File: src/rtl/mips_fwd_ctrl.sv
// Forwarding and load-use hazard controller for a 5-stage MIPS pipeline.
// Tracks destination registers of the instructions in EX and MEM, produces
// registered ALU operand-select codes for the instruction entering EX, and a
// combinational load-use stall for the instruction sitting in ID.
module mips_fwd_ctrl #(
    parameter logic [5:0] ALUOP  = 6'd0,
    parameter logic [5:0] LWOP   = 6'd35,
    parameter logic [5:0] SWOP   = 6'd43,
    parameter logic [5:0] ADDIOP = 6'd8,
    parameter logic [5:0] JOP    = 6'd2,
    parameter logic [5:0] JALOP  = 6'd3
) (
    input  logic       clock,
    input  logic       reset_n,
    input  logic       id_valid,
    input  logic [5:0] id_op,
    input  logic [4:0] id_rs,
    input  logic [4:0] id_rt,
    input  logic [4:0] id_rd,
    input  logic       id_flush,
    output logic [1:0] fa,
    output logic [1:0] fb,
    output logic       stall,
    output logic       ex_bubble
);

    // Select encodings for the EX-stage ALU input muxes.
    localparam logic [1:0] SelReg = 2'b00;
    localparam logic [1:0] SelWb  = 2'b01;
    localparam logic [1:0] SelMem = 2'b10;

    // Decoded ID instruction.
    logic [4:0] id_dst;
    logic       id_has_dst;
    logic       id_reads_rs;
    logic       id_reads_rt;
    logic       id_w;
    logic       id_ld;
    logic       id_live;

    // Shadow slots. The WB slot is never a forwarding source (the register
    // file writes before it reads), so only EX and MEM are kept. The load flag
    // only matters while the load sits in EX.
    logic [4:0] ex_d_q, ex_d_d;
    logic       ex_w_q, ex_w_d;
    logic       ex_ld_q, ex_ld_d;
    logic [4:0] mem_d_q;
    logic       mem_w_q;

    logic [1:0] fa_q, fa_d;
    logic [1:0] fb_q, fb_d;
    logic       ex_bubble_q, ex_bubble_d;

    logic [1:0] rs_code;
    logic [1:0] rt_code;
    logic       bubble_in;

    // Opcode decode: destination register and which sources are read.
    always_comb begin
        id_dst      = 5'd0;
        id_has_dst  = 1'b0;
        id_reads_rs = 1'b0;
        id_reads_rt = 1'b0;
        case (id_op)
            ALUOP: begin
                id_dst      = id_rd;
                id_has_dst  = 1'b1;
                id_reads_rs = 1'b1;
                id_reads_rt = 1'b1;
            end
            LWOP, ADDIOP: begin
                id_dst      = id_rt;
                id_has_dst  = 1'b1;
                id_reads_rs = 1'b1;
            end
            SWOP: begin
                id_reads_rs = 1'b1;
                id_reads_rt = 1'b1;
            end
            JALOP: begin
                id_dst     = 5'd31;
                id_has_dst = 1'b1;
            end
            default: begin
                // JOP and unknown opcodes: no destination, no sources.
                id_dst = 5'd0;
            end
        endcase
    end

    // Write/load flags, load-use stall and the EX-bubble decision.
    always_comb begin
        id_live   = id_valid && !id_flush;
        id_w      = id_has_dst && (id_dst != 5'd0) && id_live;
        id_ld     = id_w && (id_op == LWOP);
        stall     = ex_ld_q && id_live &&
                    ((id_reads_rs && (id_rs == ex_d_q)) ||
                     (id_reads_rt && (id_rt == ex_d_q)));
        bubble_in = stall || id_flush;
    end

    // Forward codes: the current EX producer (moving to MEM) beats MEM.
    always_comb begin
        rs_code = SelReg;
        rt_code = SelReg;
        if (id_reads_rs) begin
            if (ex_w_q && (ex_d_q == id_rs)) begin
                rs_code = SelMem;
            end else if (mem_w_q && (mem_d_q == id_rs)) begin
                rs_code = SelWb;
            end
        end
        if (id_reads_rt) begin
            if (ex_w_q && (ex_d_q == id_rt)) begin
                rt_code = SelMem;
            end else if (mem_w_q && (mem_d_q == id_rt)) begin
                rt_code = SelWb;
            end
        end
    end

    // Next EX slot: decoded ID instruction or an inserted bubble.
    always_comb begin
        ex_d_d      = id_dst;
        ex_w_d      = id_w;
        ex_ld_d     = id_ld;
        fa_d        = rs_code;
        fb_d        = rt_code;
        ex_bubble_d = 1'b0;
        if (bubble_in) begin
            ex_d_d      = 5'd0;
            ex_w_d      = 1'b0;
            ex_ld_d     = 1'b0;
            fa_d        = SelReg;
            fb_d        = SelReg;
            ex_bubble_d = 1'b1;
        end
    end

    // Pipeline shadow and registered select outputs; reset fills with bubbles.
    always_ff @(posedge clock or negedge reset_n) begin
        if (!reset_n) begin
            ex_d_q      <= 5'd0;
            ex_w_q      <= 1'b0;
            ex_ld_q     <= 1'b0;
            mem_d_q     <= 5'd0;
            mem_w_q     <= 1'b0;
            fa_q        <= SelReg;
            fb_q        <= SelReg;
            ex_bubble_q <= 1'b1;
        end else begin
            mem_d_q     <= ex_d_q;
            mem_w_q     <= ex_w_q;
            ex_d_q      <= ex_d_d;
            ex_w_q      <= ex_w_d;
            ex_ld_q     <= ex_ld_d;
            fa_q        <= fa_d;
            fb_q        <= fb_d;
            ex_bubble_q <= ex_bubble_d;
        end
    end

    // Registered outputs.
    always_comb begin
        fa        = fa_q;
        fb        = fb_q;
        ex_bubble = ex_bubble_q;
    end

endmodule

File: config.mk
export PLATFORM = sky130hd
export DESIGN_NAME = mips_fwd_ctrl
export DESIGN_NICKNAME = d
export VERILOG_FILES = /design/src/rtl/mips_fwd_ctrl.sv
export SDC_FILE = /design/constraint.sdc
export NUM_CORES = 1
export LEC_CHECK = 0
export ABC_AREA = 1
export BUFFER_PORTS_ARGS = -buffer_cell sky130_fd_sc_hd__buf_2
export CAP_MARGIN = 20
export CORE_UTILIZATION = 47
export CTS_CLUSTER_SIZE = 8
export DETAILED_ROUTE_END_ITERATION = 12
export PLACE_DENSITY = 0.85
export SYNTH_ARGS = -nofsm -noshare
export SYNTH_HDL_FRONTEND = slang
export SYNTH_SLANG_ARGS = --single-unit
File: constraint.sdc
create_clock -name clock -period 1.7 [get_ports clock]
set_input_delay 0.425 -clock clock [delete_from_list [all_inputs] [get_ports clock]]
set_output_delay 0.425 -clock clock [all_outputs]
set_load 0.01 [all_outputs]
# --- Word-level counts from Yosys, hierarchy flattened ---
# Index checks and enable logic that the tools add are counted.
totals:
  ram_bits: 0
  input_bits: 25
  output_inout_bits: 6
  rom_bits: 0
  wordCells: 55
  latch_bits: 0
  memories: 0
  ff_bits: 18
classes:
  n_shift: 0
  mux: 16
  magnitude_cmp: 0
  n_bitwise: 0
  reduce_logical: 21
  add_sub_neg: 0
  n_eq_ne: 10
  mul: 0
  div_mod_pow: 0
ops:
  columns: ["operator", "count"]
  rows:
  - ["$eq A5 B5 Y1", 6]
  - ["$pmux W5 S3", 1]
  - ["$eq A6 B6 Y1 const B", 2]
  - ["$logic_and A1 B1 Y1", 12]
  - ["$mux W2", 6]
  - ["$mux W1", 8]
  - ["$reduce_or A4 Y1", 2]
  - ["$eq A6 B2 Y1 const B", 1]
  - ["$eq A6 B4 Y1 const B", 1]
  - ["$logic_not A6 Y1", 1]
  - ["$mux W5", 1]
  - ["$reduce_bool A5 Y1", 1]
  - ["$reduce_or A2 Y1", 2]
  - ["$logic_or A1 B1 Y1", 2]
  - ["$logic_not A1 Y1", 1]

# --- Longest topological paths before layout ---
# Gate-level depths: netlist of run 1.
depth:
  ltp_word: 8
  mapped_depth: 10
  ltp_nobuf: 10

# --- Least setup slack after synthesis of run 1 ---
# Ideal clock, no wire load.
synth_path:
  kind: "input port to output port"
  startpoint: "in id_op[1]"
  endpoint: "out stall"
  setup_slack_ns: 0.117
  t_arrival_ns: 1.158
  path_stages: 7
  n_path_buf: 0
  path_cell_list: "nor2_1 -> nand3_2 -> nand2_2 -> nor2_1 -> nor2_2 -> nand2_2 -> inv_1"
synth_between:
  elab_chain_len: 6
synth_rtl:
  columns: ["element", "line", "source"]
  rows:
  - ["start: declaration", "16", "input logic [5:0] id_op,"]
  - ["$eq A6 B6 Y1 (tied with other cells)", "64", "case (id_op)"]
  - ["$reduce_or A4 Y1 (no line) or $reduce_or A2 Y1 (tied branches)", null, null]
  - ["$mux W1", "64", null]
  - ["$logic_and A1 B1 Y1 (on tied branches)", "97, 98", null]
  - ["$logic_or A1 B1 Y1 *", "97", "((id_reads_rs && (id_rs == ex_d_q)) ||"]
  - ["$logic_and A1 B1 Y1 *", "96", "stall = ex_ld_q && id_live &&"]
  - ["end: declaration", "23", "output logic stall,"]
# Every way passes the cells marked *; elsewhere a longest branch is shown, timed or not.

# --- Worst setup path after layout of run 1 ---
layout_path:
  startpoint: "reg ex_d_q[3]"
  endpoint: "out stall"
layout_between:
  elab_chain_len: 4
layout_rtl:
  columns: ["element", "line", "source"]
  rows:
  - ["start: declaration", "44", "logic [4:0] ex_d_q, ex_d_d;"]
  - ["start signal: assignment", "143", "ex_d_q <= 5'd0;"]
  - ["start signal: assignment", "154", "ex_d_q <= ex_d_d;"]
  - ["$eq A5 B5 Y1 (on tied branches)", "97, 98", null]
  - ["$logic_and A1 B1 Y1 (on tied branches)", "97, 98", null]
  - ["$logic_or A1 B1 Y1 *", "97", null]
  - ["$logic_and A1 B1 Y1 *", "96", null]
# Marked as above.

==> results.txt, run 1 <==
----------------------------------------------------
[Routing]
  Antenna viol nets, final ... 0
  Via/cell ratio ... 4.86
  Average wire per standard cell ... 12.1 microns
  Number of DRC markers in iteration 0 ... 24
  Total length of routed wires ... 2670 microns
  Number of DRC violations after detailed routing ... 0
  Via count ... 1074
  Pre-Repair DR Iteration Count ... 4

[Synth]
  Average cell area after synthesis ... 7.76 sq um
  Top cell types by occurrence after synthesis ... nand2_1 (28), nor2_1 (21), inv_1 (19), dfrtp_1 (17)
  Ranking of synthesized cells by area ... dfrtp_1 (40%), nand2_1 (10%), nor2_1 (7.5%), xor2_1 (7.5%), inv_1 (6.8%)
  Flip-flop cell with the highest count after synthesis ... dfrtp_1
  EDFF count, synth ... 0
  Post-synthesis share of cell area spent on xor and xnor gates ... 11.6%
  Net count after synthesis ... 161
  Synthesized area ... 1050 sq um
  Syn Inst Count ... 136
  Flip-flop and latch count after synthesis ... 18
  Top cell type by total area after synthesis ... dfrtp_1
  Area fraction in compound gates after synthesis ... 3.91%
  Post-synthesis adder-cell area fraction ... 0%
  Multiplexer area fraction after synthesis ... 0%
  Portion of the post-synthesis area used by sequential elements ... 42.8%
  Largest family of logic cells by synthesized area ... simple AND/OR/NAND/NOR gates
  Synth Warn # ... 0
  Post-synth cell types ... 20
  Area share of the largest cell type after synthesis ... 40.3%
  Area share of and/or/nand/nor cells after synthesis ... 34.2%
  Async S/R FF share, synth ... 100%
  Most common cell in the netlist ... nand2_1

[Critical path]
  Peak per-stage delay on the critical path ... 440 ps
  Category of the worst setup path launch point ... register
  Critical Path Fanout Max ... 4
  Critical Path AT ... 1470 ps
  Family with the most delay on the worst path ... simple AND/OR/NAND/NOR gates
  Cell type with the highest occurrence count on the critical path ... nand2_1
  CP max stage cell ... dfrtp_1
  Sort of element at the end of the critical path ... output pin
  Required time at the worst-slack endpoint ... 1270 ps
  Cell-by-cell trace of the critical path ... inv_1 -> nand2_1 -> nand2_1 -> nand3_2 -> nor2_2 -> nand2_1 -> nand2_2 -> nand2_2 -> inv_2 -> buf_6
  Worst R2R Setup Slack ... 230 ps
  Classification of the worst setup path ... register to output pin
  WP buf/inv ... 3

[Pwr]
  IR drop worst, VDD ... 0.355 mV
  Power per unit of standard cell area ... 577 nW/um^2
  Standby leakage power ... 0.839 nW

[CTS]
  Clock Sinks ... 18
  Root buffer cell ... clkbuf_4
  Clock-pin slew on the worst setup and hold paths ... 110 ps
  CTS Hold Buffers Added ... 0
  CTS tree ... done
  Count of H-tree levels built during CTS ... 1
  Skew-Pair Late Insertion Delay ... 290 ps
  Number of buffers created by CTS ... 3
  Clock Tree Buf Depth ... 2

[Die]
  Die height ... 49.4 microns
  Number of top-level pins ... 31
  Starting utilization of the core area ... 51.7%
  Die area ... 2440 sq um
  Die width ... 49.4 microns
  Std cell rows ... 16
  Floorplan core area ... 2040 sq um

[Final layout]
  Growth of design area from synthesis to finish ... 40.6%
  Antenna cell count ... 0
  Final Non-Filler Cells ... 221
  Layout fillers ... 168
  Fraction of the core area covered by cells at the end of the flow ... 72.6%
  Fraction of final layout cells with drive strength greater than 1 ... 41.8%
  Final net count ... 220

[Placed design]
  Placed cells ... 213
  Port buffer count ... 30
  Final weighted congestion in routability-driven placement ... 0.866
  DPL Wire Length ... 2010 microns

[Run status]
  Status ... finished, violations left
  Failing checks ... negative setup slack

[Timing]
  Final clock skew ... 8.91 ps
  Max Clk Rate ... 526 MHz
  Setup-violating endpoint count in the final report ... 1
  RSZ-0062 raised after global routing ... yes
  Time the worst path needs with I/O delays and setup ... 1900 ps
  Post-Route Setup TNS ... -200 ps
  Post-route worst setup slack ... -200 ps
  Worst relative slew slack ... 73.1%
  Final Max Slew Viols ... 0
  Fin crit share ... 112%
  Least-Margin Pin Slew ... 403 ps
  Final hold vios ... 0

[Worst hold path]
  Class of the worst hold path ... input port to asynchronous set/reset pin

[Global routing]
  Wire length of the first global-routing pass ... 4400 microns
  Vias in the first global route ... 1112
  Largest net degree at the start of global routing ... 19
  Combined global-route utilization of all metal layers ... 23.9%
  Number of antenna violations at the first check in global routing ... 0
  Final global-route overflow total ... 0

[Run]
  Total of max-cap violations ... 0

----------------------------------------------------
[layout make-up]
cell class / count / area [sq um] / share of cell area (%)
Clock buffer: 4 / 36.3 / 2.45
Inverter: 21 / 78.8 / 5.32
Multi-Input combinational cell: 97 / 546 / 36.8
Sequential cell: 18 / 452 / 30.5
Tap cell: 27 / 33.8 / 2.28
Timing Repair Buffer: 54 / 337 / 22.7
[stage by stage]
stage | instance area, sq um | power [mW] | hold slack, ps | setup WS (ps)
2_1_floorplan | 1050 | 0.502 | 129 | 117
3_3_place_gp | 1390 | 0.582 | 372 | -46.4
3_5_place_dp | 1390 | 0.589 | 376 | -73.9
4_1_cts | 1450 | 0.852 | 54.4 | -212
5_1_grt | 1480 | 0.895 | 77.3 | -299
6_report | 1480 | 0.855 | 43.0 | -200
[flip-flops by register name (all words and copies together), names as in the netlist]
name and flops:
fa 2, ex_w_q 1, mem_w_q 1, ex_d_q 5, mem_d_q 5, fb 2
ex_ld_q 1, ex_bubble 1
[path summary, 6_finish.rpt]
path,start,endpoint,cells after the start
max,ex_d_q[3],stall,10
min,reset_n,ex_d_q[4],1
max reg2reg,ex_d_q[3],fa[1],11
min reg2reg,ex_d_q[0],mem_d_q[0],0
max in group asynchronous,reset_n,ex_bubble,1
min in group clock,ex_d_q[0],mem_d_q[0],0
[layer usage]
layer  routed length (microns)  vias to the layer above  global-route usage, %
li1                          -                      545                      -
met3                       175                        8                   2.18
met5                         0                        -                      0
met1                       997                      475                   25.9
met4                        67                        0                   13.3
met2                      1420                       46                   44.7
[where the power goes]
group	leakage, nW	switching (mW)	internal, mW
clock network	0.0210	0.134	0.130
logic	0.570	0.0791	0.0736
registers	0.247	0.00394	0.434
total	0.839	0.217	0.638
[logic make-up (layout without fill, tap and decap cells)]
| family | count (synthesis) | count (layout) |
|---|---|---|
| AO/OA/AOI/OAI | 8 | 8 |
| XOR/XNOR | 14 | 14 |
| buffers and inverters | 21 | 79 |
| flip-flops | 18 | 18 |
| AND/OR/NAND/NOR | 75 | 75 |
[cells in the final DEF (no fill, tap or decap), types with 4 or more instances in the layout]
cell and instances:
buf_2 29, xnor2_1 5, inv_1 17, nand2_2 5, buf_4 24, xor2_1 9
nor2_1 19, dfrtp_1 17, nand2_1 25, a21oi_1 4, nor2_2 5, inv_2 4
nand3_2 5, nand3_1 8
[what timing repair did]
action	4_1_cts	5_1_grt
buffers inserted	3	1
cloned	0	0
pin swaps	1	8
setup endpoints to repair	1	1
gates resized for setup	2	8
No activity file was read; power rests on OpenSTA's default activity.
==> run 2: changes to the inputs <==
--- a/config.mk
+++ b/config.mk
@@ -8,10 +8,10 @@
 export ABC_AREA = 1
 export BUFFER_PORTS_ARGS = -buffer_cell sky130_fd_sc_hd__buf_2
 export CAP_MARGIN = 20
-export CORE_UTILIZATION = 47
+export CORE_UTILIZATION = 45
 export CTS_CLUSTER_SIZE = 8
 export DETAILED_ROUTE_END_ITERATION = 12
-export PLACE_DENSITY = 0.85
+export PLACE_DENSITY = 0.82
 export SYNTH_ARGS = -nofsm -noshare
 export SYNTH_HDL_FRONTEND = slang
 export SYNTH_SLANG_ARGS = --single-unit
==> run 2 against run 1 <==
Against the previous run: register-to-register slack worse by 20 ps; worst setup slack got worse by 19 ps; flip-flop and latch count unchanged; sequential power barely moved; clock skew shrank 5.1 ps; first-iteration DRC count is 29% lower; global-route usage fell by 2.7 points; utilization fell by 5.3 points; the run still ends with negative setup slack left.
==> results.txt, run 2 (same netlist as run 1, synthesis figures left out) <==
----------------------------------------------------
[Die]
  Starting utilization of the core area ... 47.7%
  Die width ... 50.4 microns
  Die height ... 50.4 microns
  Number of top-level pins ... 31
  Die area ... 2540 sq um
  Std cell rows ... 17
  Floorplan core area ... 2210 sq um

[CTS]
  CTS Hold Buffers Added ... 0
  Clock Tree Buf Depth ... 2
  Count of H-tree levels built during CTS ... 1
  Clock Sinks ... 18
  Number of buffers created by CTS ... 3
  Root buffer cell ... clkbuf_4
  Skew-Pair Late Insertion Delay ... 280 ps
  CTS tree ... done
  Clock-pin slew on the worst setup and hold paths ... 100 ps

[Critical path]
  Critical Path AT ... 1490 ps
  Critical Path Fanout Max ... 4
  Sort of element at the end of the critical path ... output pin
  Classification of the worst setup path ... register to output pin
  Category of the worst setup path launch point ... register
  Required time at the worst-slack endpoint ... 1270 ps
  Depth of the worst register-to-register path ... 11

[Final layout]
  Biggest registers after layout ... ex_d_q (5), mem_d_q (5)
  Fraction of final layout cells with drive strength greater than 1 ... 41.0%
  Antenna cell count ... 0
  Layout fillers ... 195
  Final net count ... 221
  Sequential Area ... 452 sq um
  Final Non-Filler Cells ... 223
  Most frequent cells in the layout ... buf_2 (29), nand2_1 (26), buf_4 (25)
  Growth of design area from synthesis to finish ... 41.2%
  Most common library cell in the layout ignoring fill and taps ... buf_2
  Combined area of the multi-input logic cells ... 553 sq um
  Finished Cell Area ... 1490 sq um

[Timing]
  Post-route worst setup slack ... -219 ps
  Final clock skew ... 3.78 ps
  Final hold vios ... 0
  Post-Route Setup TNS ... -219 ps
  Max Clk Rate ... 521 MHz
  Setup-violating endpoint count in the final report ... 1
  Worst relative slew slack ... 73.4%
  Fin crit share ... 113%
  RSZ-0062 raised after global routing ... yes
  Least-Margin Pin Slew ... 399 ps
  Final Max Slew Viols ... 0
  Time the worst path needs with I/O delays and setup ... 1920 ps

[Global routing]
  Number of antenna violations at the first check in global routing ... 0
  Wire length of the first global-routing pass ... 3970 microns
  Vias in the first global route ... 1004
  Final global-route overflow total ... 0
  Largest net degree at the start of global routing ... 19
  Combined global-route utilization of all metal layers ... 21.2%

[Routing]
  Number of DRC violations after detailed routing ... 0
  Top layer in use ... met4
  Post-route met1 wirelength ... 977 microns
  Detailed route wirelength on metal2 ... 1280 microns
  Number of DRC markers in iteration 0 ... 17
  Average wire per standard cell ... 10.9 microns
  Antenna viol nets, final ... 0
  Routed met3 length ... 86 microns
  Pre-Repair DR Iteration Count ... 4
  Total length of routed wires ... 2430 microns
  Via/cell ratio ... 4.86
  Via count ... 1083

[Pwr]
  Post-layout total power ... 0.807 mW
  Standby leakage power ... 0.844 nW
  IR drop worst, VDD ... 0.304 mV
  Power per unit of standard cell area ... 542 nW/um^2

[Worst hold path]
  Class of the worst hold path ... input port to asynchronous set/reset pin

[Run status]
  Failing checks ... negative setup slack
  Status ... finished, violations left

[Placed design]
  Port buffer count ... 30
  Placed standard-cell area ... 1400 sq um
  DPL Wire Length ... 1920 microns
  Final weighted congestion in routability-driven placement ... 0.861
  Placed cells ... 215

[Run]
  Total of max-cap violations ... 0

----------------------------------------------------
-- run 2: worst max-delay path, stage by stage, from the launching register on --
cell	delay (ps)
dfrtp_1	440
inv_1	70
nand2_1	40
nand2_1	80
nand3_2	110
nor2_4	150
nand2_2	60
nand2_2	60
nand2_2	60
inv_2	50
buf_6	90
-- run 2: timing repair --
| action | CTS | global route |
|---|---|---|
| pin swaps | 2 | 3 |
| gates resized for setup | 2 | 8 |
| endpoints found under the setup margin | 1 | 1 |
| setup buffers | 1 | 3 |
-- run 2: worst paths after layout --
path,startpoint,end,slack (ps)
min in group clock,ex_w_q,mem_w_q,460
worst max-delay path,ex_d_q[3],stall,-220
worst min-delay path,reset_n,mem_d_q[3],50
worst min register to register,ex_w_q,mem_w_q,460
worst max register to register,ex_d_q[3],fa[1],210
max in group asynchronous,reset_n,ex_bubble,1330
-- run 2: report_power, final --
part	switching (mW)	internal, mW	total, mW
combinational	0.0790	0.0753	0.154
sequential	0.00405	0.434	0.438
clock	0.124	0.0910	0.215
total	0.207	0.600	0.807
-- run 2: cell type report --
class	instances	area share, %
Multi-Input combinational cell	97	37.1
Inverter	21	5.29
Clock buffer	4	1.76
Sequential cell	18	30.3
Timing Repair Buffer	55	23.1
Tap cell	28	2.35
-- run 2: through the flow --
step	utilization, %	hold WS [ps]	setup slack [ps]
floorplan	-	129	117
global placement	63.2	373	-42.6
detailed placement	63.2	377	-111
CTS	65.0	59.2	-229
global route	67.3	53.0	-349
finish	67.3	50.0	-219
-- run 2: routing by layer --
| layer | vias to the layer above | GRT usage [%] |
|---|---|---|
| met1 | 492 | 23.0 |
| li1 | 541 | - |
| met3 | 10 | 1.21 |
| met4 | 0 | 13.4 |
| met2 | 40 | 39.3 |
| met5 | - | 0 |
